===== src/rtl/vanilla_stall_depend_profiler_pkg.sv =====
// Shared types for the dependency-stall profiler.
// Provides the scoreboard cause-bit structs consumed from the scoreboard
// tracker, the RV32 register-file geometry, the stall cause enumeration
// (listed in attribution priority order) and the read-port selector codes.
package vanilla_stall_profiler_pkg;

    localparam int unsigned RV32_reg_els_gp        = 32;
    localparam int unsigned RV32_reg_addr_width_gp = 5;

    // Per-register int scoreboard cause bits.
    typedef struct packed {
        logic idiv;
        logic remote_dram_amo;
        logic remote_dram_load;
        logic remote_dram_seq_load;
        logic remote_global_load;
        logic remote_group_load;
    } vanilla_isb_info_s;

    // Per-register float scoreboard cause bits.
    typedef struct packed {
        logic fdiv_fsqrt;
        logic remote_dram_load;
        logic remote_dram_seq_load;
        logic remote_global_load;
        logic remote_group_load;
    } vanilla_fsb_info_s;

    // Enumeration order is the attribution priority order.
    typedef enum logic [3:0] {
        CAUSE_INT_IDIV          = 4'd0,
        CAUSE_INT_DRAM_AMO      = 4'd1,
        CAUSE_INT_DRAM_LOAD     = 4'd2,
        CAUSE_INT_DRAM_SEQ_LOAD = 4'd3,
        CAUSE_INT_GLOBAL_LOAD   = 4'd4,
        CAUSE_INT_GROUP_LOAD    = 4'd5,
        CAUSE_FP_FDIV_FSQRT     = 4'd6,
        CAUSE_FP_DRAM_LOAD      = 4'd7,
        CAUSE_FP_DRAM_SEQ_LOAD  = 4'd8,
        CAUSE_FP_GLOBAL_LOAD    = 4'd9,
        CAUSE_FP_GROUP_LOAD     = 4'd10,
        CAUSE_OTHER             = 4'd11,
        CAUSE_NONE              = 4'd15
    } stall_cause_e;

    localparam int unsigned NUM_CAUSES = 12;

    localparam logic [1:0] READ_SEL_CYCLES   = 2'd0;
    localparam logic [1:0] READ_SEL_EPISODES = 2'd1;
    localparam logic [1:0] READ_SEL_MAX      = 2'd2;
    localparam logic [1:0] READ_SEL_RSVD     = 2'd3;

endpackage


===== src/rtl/vanilla_stall_depend_profiler_if.sv =====
// Counter read port of the dependency-stall profiler.
// Signal names are from the profiler's point of view:
//   read_v_i / read_cause_i / read_sel_i : request (one per cycle, no back-pressure)
//   read_v_o / read_data_o               : registered response, one cycle later
interface vanilla_stall_depend_profiler_if #(
    parameter int counter_width_p = 32
);
    logic                       read_v_i;
    logic [3:0]                 read_cause_i;
    logic [1:0]                 read_sel_i;
    logic                       read_v_o;
    logic [counter_width_p-1:0] read_data_o;

    modport slave (
        input  read_v_i, read_cause_i, read_sel_i,
        output read_v_o, read_data_o
    );

    modport master (
        output read_v_i, read_cause_i, read_sel_i,
        input  read_v_o, read_data_o
    );
endinterface


===== src/rtl/vanilla_stall_cause_decode.sv =====
// Combinational stall attribution.
// Ports: ID source register indices and read flags, int/float scoreboard
// cause vectors in; the single highest-priority stall cause out
// (CAUSE_OTHER when no cause bit is set on any read operand).
module vanilla_stall_cause_decode
    import vanilla_stall_profiler_pkg::*;
#(
    parameter int reg_addr_width_lp = RV32_reg_addr_width_gp
) (
    input  logic [reg_addr_width_lp-1:0]             id_rs1_i,
    input  logic [reg_addr_width_lp-1:0]             id_rs2_i,
    input  logic [reg_addr_width_lp-1:0]             id_rs3_i,
    input  logic                                     id_read_irs1_i,
    input  logic                                     id_read_irs2_i,
    input  logic                                     id_read_frs1_i,
    input  logic                                     id_read_frs2_i,
    input  logic                                     id_read_frs3_i,
    input  vanilla_isb_info_s [RV32_reg_els_gp-1:0]  int_sb_i,
    input  vanilla_fsb_info_s [RV32_reg_els_gp-1:0]  float_sb_i,
    output stall_cause_e                             cause_o
);

    vanilla_isb_info_s isb_acc;
    vanilla_fsb_info_s fsb_acc;

    always_comb begin
        isb_acc = '0;
        fsb_acc = '0;
        // x0 is never scoreboarded; any bits seen there are ignored.
        if (id_read_irs1_i && (id_rs1_i != '0))
            isb_acc = vanilla_isb_info_s'(isb_acc | int_sb_i[id_rs1_i]);
        if (id_read_irs2_i && (id_rs2_i != '0))
            isb_acc = vanilla_isb_info_s'(isb_acc | int_sb_i[id_rs2_i]);
        if (id_read_frs1_i)
            fsb_acc = vanilla_fsb_info_s'(fsb_acc | float_sb_i[id_rs1_i]);
        if (id_read_frs2_i)
            fsb_acc = vanilla_fsb_info_s'(fsb_acc | float_sb_i[id_rs2_i]);
        if (id_read_frs3_i)
            fsb_acc = vanilla_fsb_info_s'(fsb_acc | float_sb_i[id_rs3_i]);

        cause_o = CAUSE_OTHER;
        if      (isb_acc.idiv)                 cause_o = CAUSE_INT_IDIV;
        else if (isb_acc.remote_dram_amo)      cause_o = CAUSE_INT_DRAM_AMO;
        else if (isb_acc.remote_dram_load)     cause_o = CAUSE_INT_DRAM_LOAD;
        else if (isb_acc.remote_dram_seq_load) cause_o = CAUSE_INT_DRAM_SEQ_LOAD;
        else if (isb_acc.remote_global_load)   cause_o = CAUSE_INT_GLOBAL_LOAD;
        else if (isb_acc.remote_group_load)    cause_o = CAUSE_INT_GROUP_LOAD;
        else if (fsb_acc.fdiv_fsqrt)           cause_o = CAUSE_FP_FDIV_FSQRT;
        else if (fsb_acc.remote_dram_load)     cause_o = CAUSE_FP_DRAM_LOAD;
        else if (fsb_acc.remote_dram_seq_load) cause_o = CAUSE_FP_DRAM_SEQ_LOAD;
        else if (fsb_acc.remote_global_load)   cause_o = CAUSE_FP_GLOBAL_LOAD;
        else if (fsb_acc.remote_group_load)    cause_o = CAUSE_FP_GROUP_LOAD;
    end

endmodule


===== src/rtl/vanilla_stall_depend_profiler.sv =====
// Dependency-stall profiler.
// Attributes every counting ID dependency-stall cycle to one cause and keeps,
// per cause, saturating counts of stall cycles, stall episodes and the longest
// closed episode. Counters are read back through rd_if (registered response).
// Ports: clk_i/reset_i (sync, active-high), stall_all_i, stall_depend_i,
// ID operand indices/read flags, int/float scoreboard vectors, clear_i,
// rd_if (read port), cur_cause_o (cause of the open episode, else CAUSE_NONE).
module vanilla_stall_depend_profiler
    import vanilla_stall_profiler_pkg::*;
#(
    parameter int counter_width_p   = 32,
    parameter int reg_addr_width_lp = RV32_reg_addr_width_gp
) (
    input  logic                                     clk_i,
    input  logic                                     reset_i,
    input  logic                                     stall_all_i,
    input  logic                                     stall_depend_i,
    input  logic [reg_addr_width_lp-1:0]             id_rs1_i,
    input  logic [reg_addr_width_lp-1:0]             id_rs2_i,
    input  logic [reg_addr_width_lp-1:0]             id_rs3_i,
    input  logic                                     id_read_irs1_i,
    input  logic                                     id_read_irs2_i,
    input  logic                                     id_read_frs1_i,
    input  logic                                     id_read_frs2_i,
    input  logic                                     id_read_frs3_i,
    input  vanilla_isb_info_s [RV32_reg_els_gp-1:0]  int_sb_i,
    input  vanilla_fsb_info_s [RV32_reg_els_gp-1:0]  float_sb_i,
    input  logic                                     clear_i,
    vanilla_stall_depend_profiler_if.slave           rd_if,
    output stall_cause_e                             cur_cause_o
);

    typedef enum logic {IDLE, IN_STALL} state_e;

    localparam logic [counter_width_p-1:0] CNT_MAX = '1;

    state_e                     state_q;
    stall_cause_e               cause_q;
    stall_cause_e               cause_d;
    logic [counter_width_p-1:0] len_q;
    logic [counter_width_p-1:0] cycles_q   [NUM_CAUSES];
    logic [counter_width_p-1:0] episodes_q [NUM_CAUSES];
    logic [counter_width_p-1:0] max_q      [NUM_CAUSES];
    logic                       read_v_q;
    logic [counter_width_p-1:0] read_data_q;
    logic [counter_width_p-1:0] read_data_d;

    vanilla_stall_cause_decode #(
        .reg_addr_width_lp (reg_addr_width_lp)
    ) decode (
        .id_rs1_i       (id_rs1_i),
        .id_rs2_i       (id_rs2_i),
        .id_rs3_i       (id_rs3_i),
        .id_read_irs1_i (id_read_irs1_i),
        .id_read_irs2_i (id_read_irs2_i),
        .id_read_frs1_i (id_read_frs1_i),
        .id_read_frs2_i (id_read_frs2_i),
        .id_read_frs3_i (id_read_frs3_i),
        .int_sb_i       (int_sb_i),
        .float_sb_i     (float_sb_i),
        .cause_o        (cause_d)
    );

    // FSM and counter arrays. clear_i takes precedence over counting;
    // stall_all_i freezes everything including an open episode.
    always_ff @(posedge clk_i) begin
        if (reset_i || clear_i) begin
            state_q <= IDLE;
            cause_q <= CAUSE_NONE;
            len_q   <= '0;
            for (int unsigned i = 0; i < NUM_CAUSES; i++) begin
                cycles_q[i]   <= '0;
                episodes_q[i] <= '0;
                max_q[i]      <= '0;
            end
        end else if (!stall_all_i) begin
            if (stall_depend_i) begin
                if (cycles_q[cause_d] != CNT_MAX)
                    cycles_q[cause_d] <= cycles_q[cause_d] + 1'b1;
                if (state_q == IN_STALL && cause_q == cause_d) begin
                    if (len_q != CNT_MAX)
                        len_q <= len_q + 1'b1;
                end else begin
                    // Close the previous episode (if any) and open a new one
                    // in the same cycle; the two touch different cause slots.
                    if (state_q == IN_STALL && len_q > max_q[cause_q])
                        max_q[cause_q] <= len_q;
                    if (episodes_q[cause_d] != CNT_MAX)
                        episodes_q[cause_d] <= episodes_q[cause_d] + 1'b1;
                    state_q <= IN_STALL;
                    cause_q <= cause_d;
                    len_q   <= counter_width_p'(1);
                end
            end else if (state_q == IN_STALL) begin
                if (len_q > max_q[cause_q])
                    max_q[cause_q] <= len_q;
                state_q <= IDLE;
                cause_q <= CAUSE_NONE;
            end
        end
    end

    // Read data reflects counter state before this cycle's update.
    always_comb begin
        read_data_d = '0;
        if (rd_if.read_cause_i < 4'(NUM_CAUSES)) begin
            case (rd_if.read_sel_i)
                READ_SEL_CYCLES:   read_data_d = cycles_q[rd_if.read_cause_i];
                READ_SEL_EPISODES: read_data_d = episodes_q[rd_if.read_cause_i];
                READ_SEL_MAX:      read_data_d = max_q[rd_if.read_cause_i];
                default:           read_data_d = '0;
            endcase
        end
    end

    always_ff @(posedge clk_i) begin
        if (reset_i) begin
            read_v_q    <= 1'b0;
            read_data_q <= '0;
        end else begin
            read_v_q    <= rd_if.read_v_i;
            read_data_q <= read_data_d;
        end
    end

    assign rd_if.read_v_o    = read_v_q;
    assign rd_if.read_data_o = read_data_q;
    assign cur_cause_o       = cause_q;

endmodule


===== src/flat_wrapper.sv =====
// flat-port wrapper written by rule: the top's interface ports become plain ports
module vanilla_stall_depend_profiler_flat import vanilla_stall_profiler_pkg::*;
#(
    parameter int counter_width_p   = 32,
    parameter int reg_addr_width_lp = RV32_reg_addr_width_gp
)
  (clk_i, reset_i, stall_all_i, stall_depend_i, id_rs1_i, id_rs2_i, id_rs3_i, id_read_irs1_i, id_read_irs2_i, id_read_frs1_i, id_read_frs2_i, id_read_frs3_i, int_sb_i, float_sb_i, clear_i, cur_cause_o, rd_if_read_v_i, rd_if_read_cause_i, rd_if_read_sel_i, rd_if_read_v_o, rd_if_read_data_o);
  vanilla_stall_depend_profiler_if #(.counter_width_p(counter_width_p)) rd_if_i ();
  input  logic clk_i;
  input  logic reset_i;
  input  logic stall_all_i;
  input  logic stall_depend_i;
  input  logic [reg_addr_width_lp-1:0] id_rs1_i;
  input  logic [reg_addr_width_lp-1:0] id_rs2_i;
  input  logic [reg_addr_width_lp-1:0] id_rs3_i;
  input  logic id_read_irs1_i;
  input  logic id_read_irs2_i;
  input  logic id_read_frs1_i;
  input  logic id_read_frs2_i;
  input  logic id_read_frs3_i;
  input  vanilla_isb_info_s [RV32_reg_els_gp-1:0] int_sb_i;
  input  vanilla_fsb_info_s [RV32_reg_els_gp-1:0] float_sb_i;
  input  logic clear_i;
  output stall_cause_e cur_cause_o;
  input wire logic [$bits(rd_if_i.read_v_i)-1:0] rd_if_read_v_i;
  input wire logic [$bits(rd_if_i.read_cause_i)-1:0] rd_if_read_cause_i;
  input wire logic [$bits(rd_if_i.read_sel_i)-1:0] rd_if_read_sel_i;
  output wire logic [$bits(rd_if_i.read_v_o)-1:0] rd_if_read_v_o;
  output wire logic [$bits(rd_if_i.read_data_o)-1:0] rd_if_read_data_o;
  assign rd_if_i.read_v_i = rd_if_read_v_i;
  assign rd_if_i.read_cause_i = rd_if_read_cause_i;
  assign rd_if_i.read_sel_i = rd_if_read_sel_i;
  assign rd_if_read_v_o = rd_if_i.read_v_o;
  assign rd_if_read_data_o = rd_if_i.read_data_o;
  vanilla_stall_depend_profiler #(.counter_width_p(counter_width_p), .reg_addr_width_lp(reg_addr_width_lp)) u_core (.clk_i(clk_i), .reset_i(reset_i), .stall_all_i(stall_all_i), .stall_depend_i(stall_depend_i), .id_rs1_i(id_rs1_i), .id_rs2_i(id_rs2_i), .id_rs3_i(id_rs3_i), .id_read_irs1_i(id_read_irs1_i), .id_read_irs2_i(id_read_irs2_i), .id_read_frs1_i(id_read_frs1_i), .id_read_frs2_i(id_read_frs2_i), .id_read_frs3_i(id_read_frs3_i), .int_sb_i(int_sb_i), .float_sb_i(float_sb_i), .clear_i(clear_i), .rd_if(rd_if_i), .cur_cause_o(cur_cause_o));
endmodule

===== config.mk =====
export PLATFORM = sky130hd
export DESIGN_NAME = vanilla_stall_depend_profiler_flat
export DESIGN_NICKNAME = d
export VERILOG_FILES = /design/src/rtl/vanilla_stall_depend_profiler_pkg.sv /design/src/rtl/vanilla_stall_depend_profiler_if.sv /design/src/rtl/vanilla_stall_cause_decode.sv /design/src/rtl/vanilla_stall_depend_profiler.sv /design/src/flat_wrapper.sv
export SDC_FILE = /design/constraint.sdc
export NUM_CORES = 2
export LEC_CHECK = 0
export CAP_MARGIN = 20
export CELL_PAD_IN_SITES_DETAIL_PLACEMENT = 1
export CELL_PAD_IN_SITES_GLOBAL_PLACEMENT = 1
export CORE_MARGIN = 5
export CORE_UTILIZATION = 50
export DETAILED_ROUTE_END_ITERATION = 8
export PLACE_DENSITY = 0.8
export SYNTH_ARGS = -nofsm -noshare
export SYNTH_HDL_FRONTEND = slang
export SYNTH_SLANG_ARGS = --single-unit

===== constraint.sdc =====
create_clock -name clk_i -period 9.65 [get_ports clk_i]
set_input_delay 0.965 -clock clk_i [delete_from_list [all_inputs] [get_ports clk_i]]
set_output_delay 0.965 -clock clk_i [all_outputs]
set_load 0.03 [all_outputs]

==> flow_metrics.py <==
metrics = {
    "run_status": {
        "status": "complete, no violations",
    },
    "clock_tree": {
        "cts-resized-gates": 0,
        "clock_sinks": 1610,
        "cts_setup_buffers": 0,
        "clock_latency_ns": 0.84,
        "numCtsBuffers": 171,
        "htreeDepth": 4,
        "clockBufferDepth": 3,
        "ctsHoldBuffers": 0,
        "tritoncts": "built",
        "root_buffer": "clkbuf_16",
        "path_clk_slew_ns": 0.06,
    },
    "sta": {
        "setup_ws_ns": 1.52,
        "max_slew_margin": 0.150,
        "fmax_mhz": 123,
        "setup_violations": 0,
        "post-route-min-period_ns": 8.13,
        "setup_tns_ns": 0,
        "hold_violations": 0,
        "grt_setup_unrepaired": "false",
        "skew_ns": 0.0496,
        "finalMaxSlewViolations": 0,
        "worstMarginPinSlew_ns": 1.27,
        "timing.final.crit_share": 0.843,
    },
    "power_and_ir_drop": {
        "p_int_mw": 13.4,
        "leakage_nw": 37.4,
        "seq_power_share": 0.441,
        "vdd.ir_drop.worst_mv": 0.156,
        "p_clk_frac": 0.338,
        "pwr-share-comb": 0.220,
        "p_sw_mw": 5.88,
        "sw_frac_of_total": 0.305,
        "powerDensity_nw_per_um2": 188,
    },
    "die": {
        "ios": 421,
        "core_um2": 177000,
        "die_w_um": 432,
        "die_h_um": 432,
        "die_area_um2": 187000,
        "rows": 154,
        "initial_core_util": 0.504,
    },
    "critical_path": {
        "worstSetupStartpointType": "input pin",
        "critical_path.max_fanout": 30,
        "cp.required_ns": 10.22,
        "path_class": "in -> reg",
        "crit_path_end_kind": "flip-flop",
        "critPathArrivalTime_ns": 8.70,
    },
    "placed_design": {
        "portBuffers": 420,
        "gp_congestion": 0.963,
        "placed_area_um2": 96900,
        "dpl.hpwl_mm": 223,
        "place_ws_ns": 0.880,
        "place_inst": 9022,
    },
    "final_layout": {
        "syn2layout_area_growth_pct": 15.2,
        "fin_area_um2": 103000,
        "n_fill_cell": 16800,
        "layout-drive-gt1-share": 0.225,
        "instances_no_fill": 9381,
        "final_nets": 7286,
    },
    "drt": {
        "avgViaCountPerCell": 7.01,
        "ant_nets": 0,
        "wire_per_inst_um": 36.5,
        "drt_iter0_markers": 10100,
        "vias": 65800,
        "routed_wl_mm": 342,
        "drt_first_pass_iters": 8,
        "drc": 0,
    },
    "logic_synthesis": {
        "syn_area_um2": 89000,
        "yosys-top-cells-count": "1,536 x edfxtp_1, 871 x nor2_1, 822 x mux4_2, 421 x and2_1, 349 x nand2_1",
        "synthMostInstantiatedCell": "edfxtp_1",
        "yosysWarnings": 0,
        "synth_cell_types": 114,
        "ys.flop_type": "edfxtp_1",
        "synth.area.top_cells": "edfxtp_1 52%, mux4_2 21%, nor2_1 3.7%",
        "seq_area_frac_synth": 0.535,
        "synth_area_per_cell_um2": 14.1,
        "yosys.area.top_type": "edfxtp_1",
        "syn_inst": 6320,
        "synth_top_cell_area_share": 0.518,
        "synth_edf_count": 1536,
        "ys_ff_latch": 1610,
        "async_flop_share": 0,
    },
    "grt": {
        "grt_pass1_wl_mm": 489,
        "grt_max_degree": 99,
        "antenna_found_initial": 48,
        "overflow": 0,
        "grt_pass1_vias": 68500,
        "track_usage": 0.361,
    },
    "min_path": {
        "hold_class": "reg -> reg",
    },
    "flow_run": {
        "max-cap-violations": 0,
    },
}
sequential cells by signal, summed over array words and instances, names as in the netlist, named ones only:
signal                    flops
u_core.cur_cause_o            4
u_core.cycles_q             512
u_core.episodes_q           512
u_core.len_q                 32
u_core.max_q                512
u_core.rd_if.read_data_o     32
u_core.rd_if.read_v_o         1
u_core.state_q                1
placed cells by master (no fill, tap or decap), types with 22 or more instances in the layout:
cell	n
edfxtp_1	1536
nor2_1	863
mux4_2	822
and2_1	421
clkdlybuf4s50_1	405
nand2_1	325
mux2i_1	297
conb_1	256
buf_4	253
clkbuf_16	173
inv_1	163
nand3_1	134
a21oi_1	93
dfxtp_1	70
o22ai_1	67
mux2_2	56
nor3_1	45
xor2_1	45
o21ai_0	44
o211ai_1	42
clkbuf_1	42
xnor2_1	41
and3_1	40
nand4_1	37
o221ai_1	36
ha_1	35
buf_12	35
diode_2	34
clkinv_1	30
clkinv_2	30
a22oi_1	28
nor2b_1	25
nand2_2	25
a211oi_1	23
a32oi_1	22
metal layers:
metal | wire (um) | global-route usage | vias up
met5 | 164 | 0 | -
met4 | 23700 | 0.210 | 24
met3 | 42100 | 0.0987 | 1255
met2 | 157000 | 0.560 | 4950
met1 | 119000 | 0.461 | 34100
li1 | - | - | 25500
layout make-up:
cell class,count,area [um^2],area share
clock inverters,83,757,0.00738
well taps,2340,2930,0.0285
inverters,167,627,0.00611
clock buffers,230,4690,0.0458
multi-input cells,4209,39100,0.381
diodes,34,85.1,0.000829
flip-flops and latches,1610,47600,0.464
repair buffers,708,6780,0.0661
cell families (layout without fill, tap and decap cells):
| logic type | Yosys count | count (layout) | synth area share |
|---|---|---|---|
| muxes | 1176 | 1176 | 0.249 |
| AOI/OAI and AO/OA | 565 | 565 | 0.0482 |
| adders and majority gates | 35 | 35 | 0.00492 |
| and+or+nand+nor | 2090 | 2090 | 0.114 |
| buffers and inverters | 756 | 1188 | 0.0406 |
| xor gates and xnor gates | 87 | 87 | 0.00864 |
| other | 1 | 290 | 0.0000421 |
| DFF | 1610 | 1610 | 0.535 |
power by group through the flow:
stage	sequential (mW)	clock [mW]	combinational, mW
finish	8.49	6.51	4.24
global route	8.52	6.88	4.35
CTS	8.48	6.54	4.08
detailed placement	8.62	0	4.04
global placement	8.55	0	3.93
floorplan	8.52	0	2.50
path summary, 6_finish.rpt:
check / start / endpoint / slack, ns / cells past startpoint
worst max-delay path: id_rs2_i[4] / u_core.episodes_q[10][1] / 1.52 / 18
worst min-delay path: u_core.state_q / u_core.state_q / 0.60 / 2
worst max register to register: flip-flop / u_core.max_q[5][14] / 2.62 / 17
worst min register to register: u_core.state_q / u_core.state_q / 0.60 / 2
critical path, cell delays in order:
cell and delay [ns]:
clkdlybuf4s50_1 1.05, clkinv_1 0.65, o21ai_0 0.21, or3_1 0.16, a21oi_1 0.09, o31ai_1 0.61
nor3_2 0.26, buf_4 0.23, a22oi_4 0.57, buf_4 0.52, mux2_2 0.41, a221oi_2 0.53
and4_1 0.36, nand3_1 0.14, or4_4 0.77, nand4_1 0.20, nand2_2 0.46, buf_4 0.41
per-stage QoR:
| step | hold slack (ns) | power [mW] | util |
|---|---|---|---|
| floorplan | 0.486 | 11.0 | - |
| global placement | 0.531 | 12.5 | 0.549 |
| detailed placement | 0.585 | 12.7 | 0.549 |
| CTS | 0.596 | 19.1 | 0.580 |
| global route | 0.646 | 19.8 | 0.580 |
| finish | 0.601 | 19.2 | 0.581 |
Note: power is estimated with default switching activity, not from simulation.
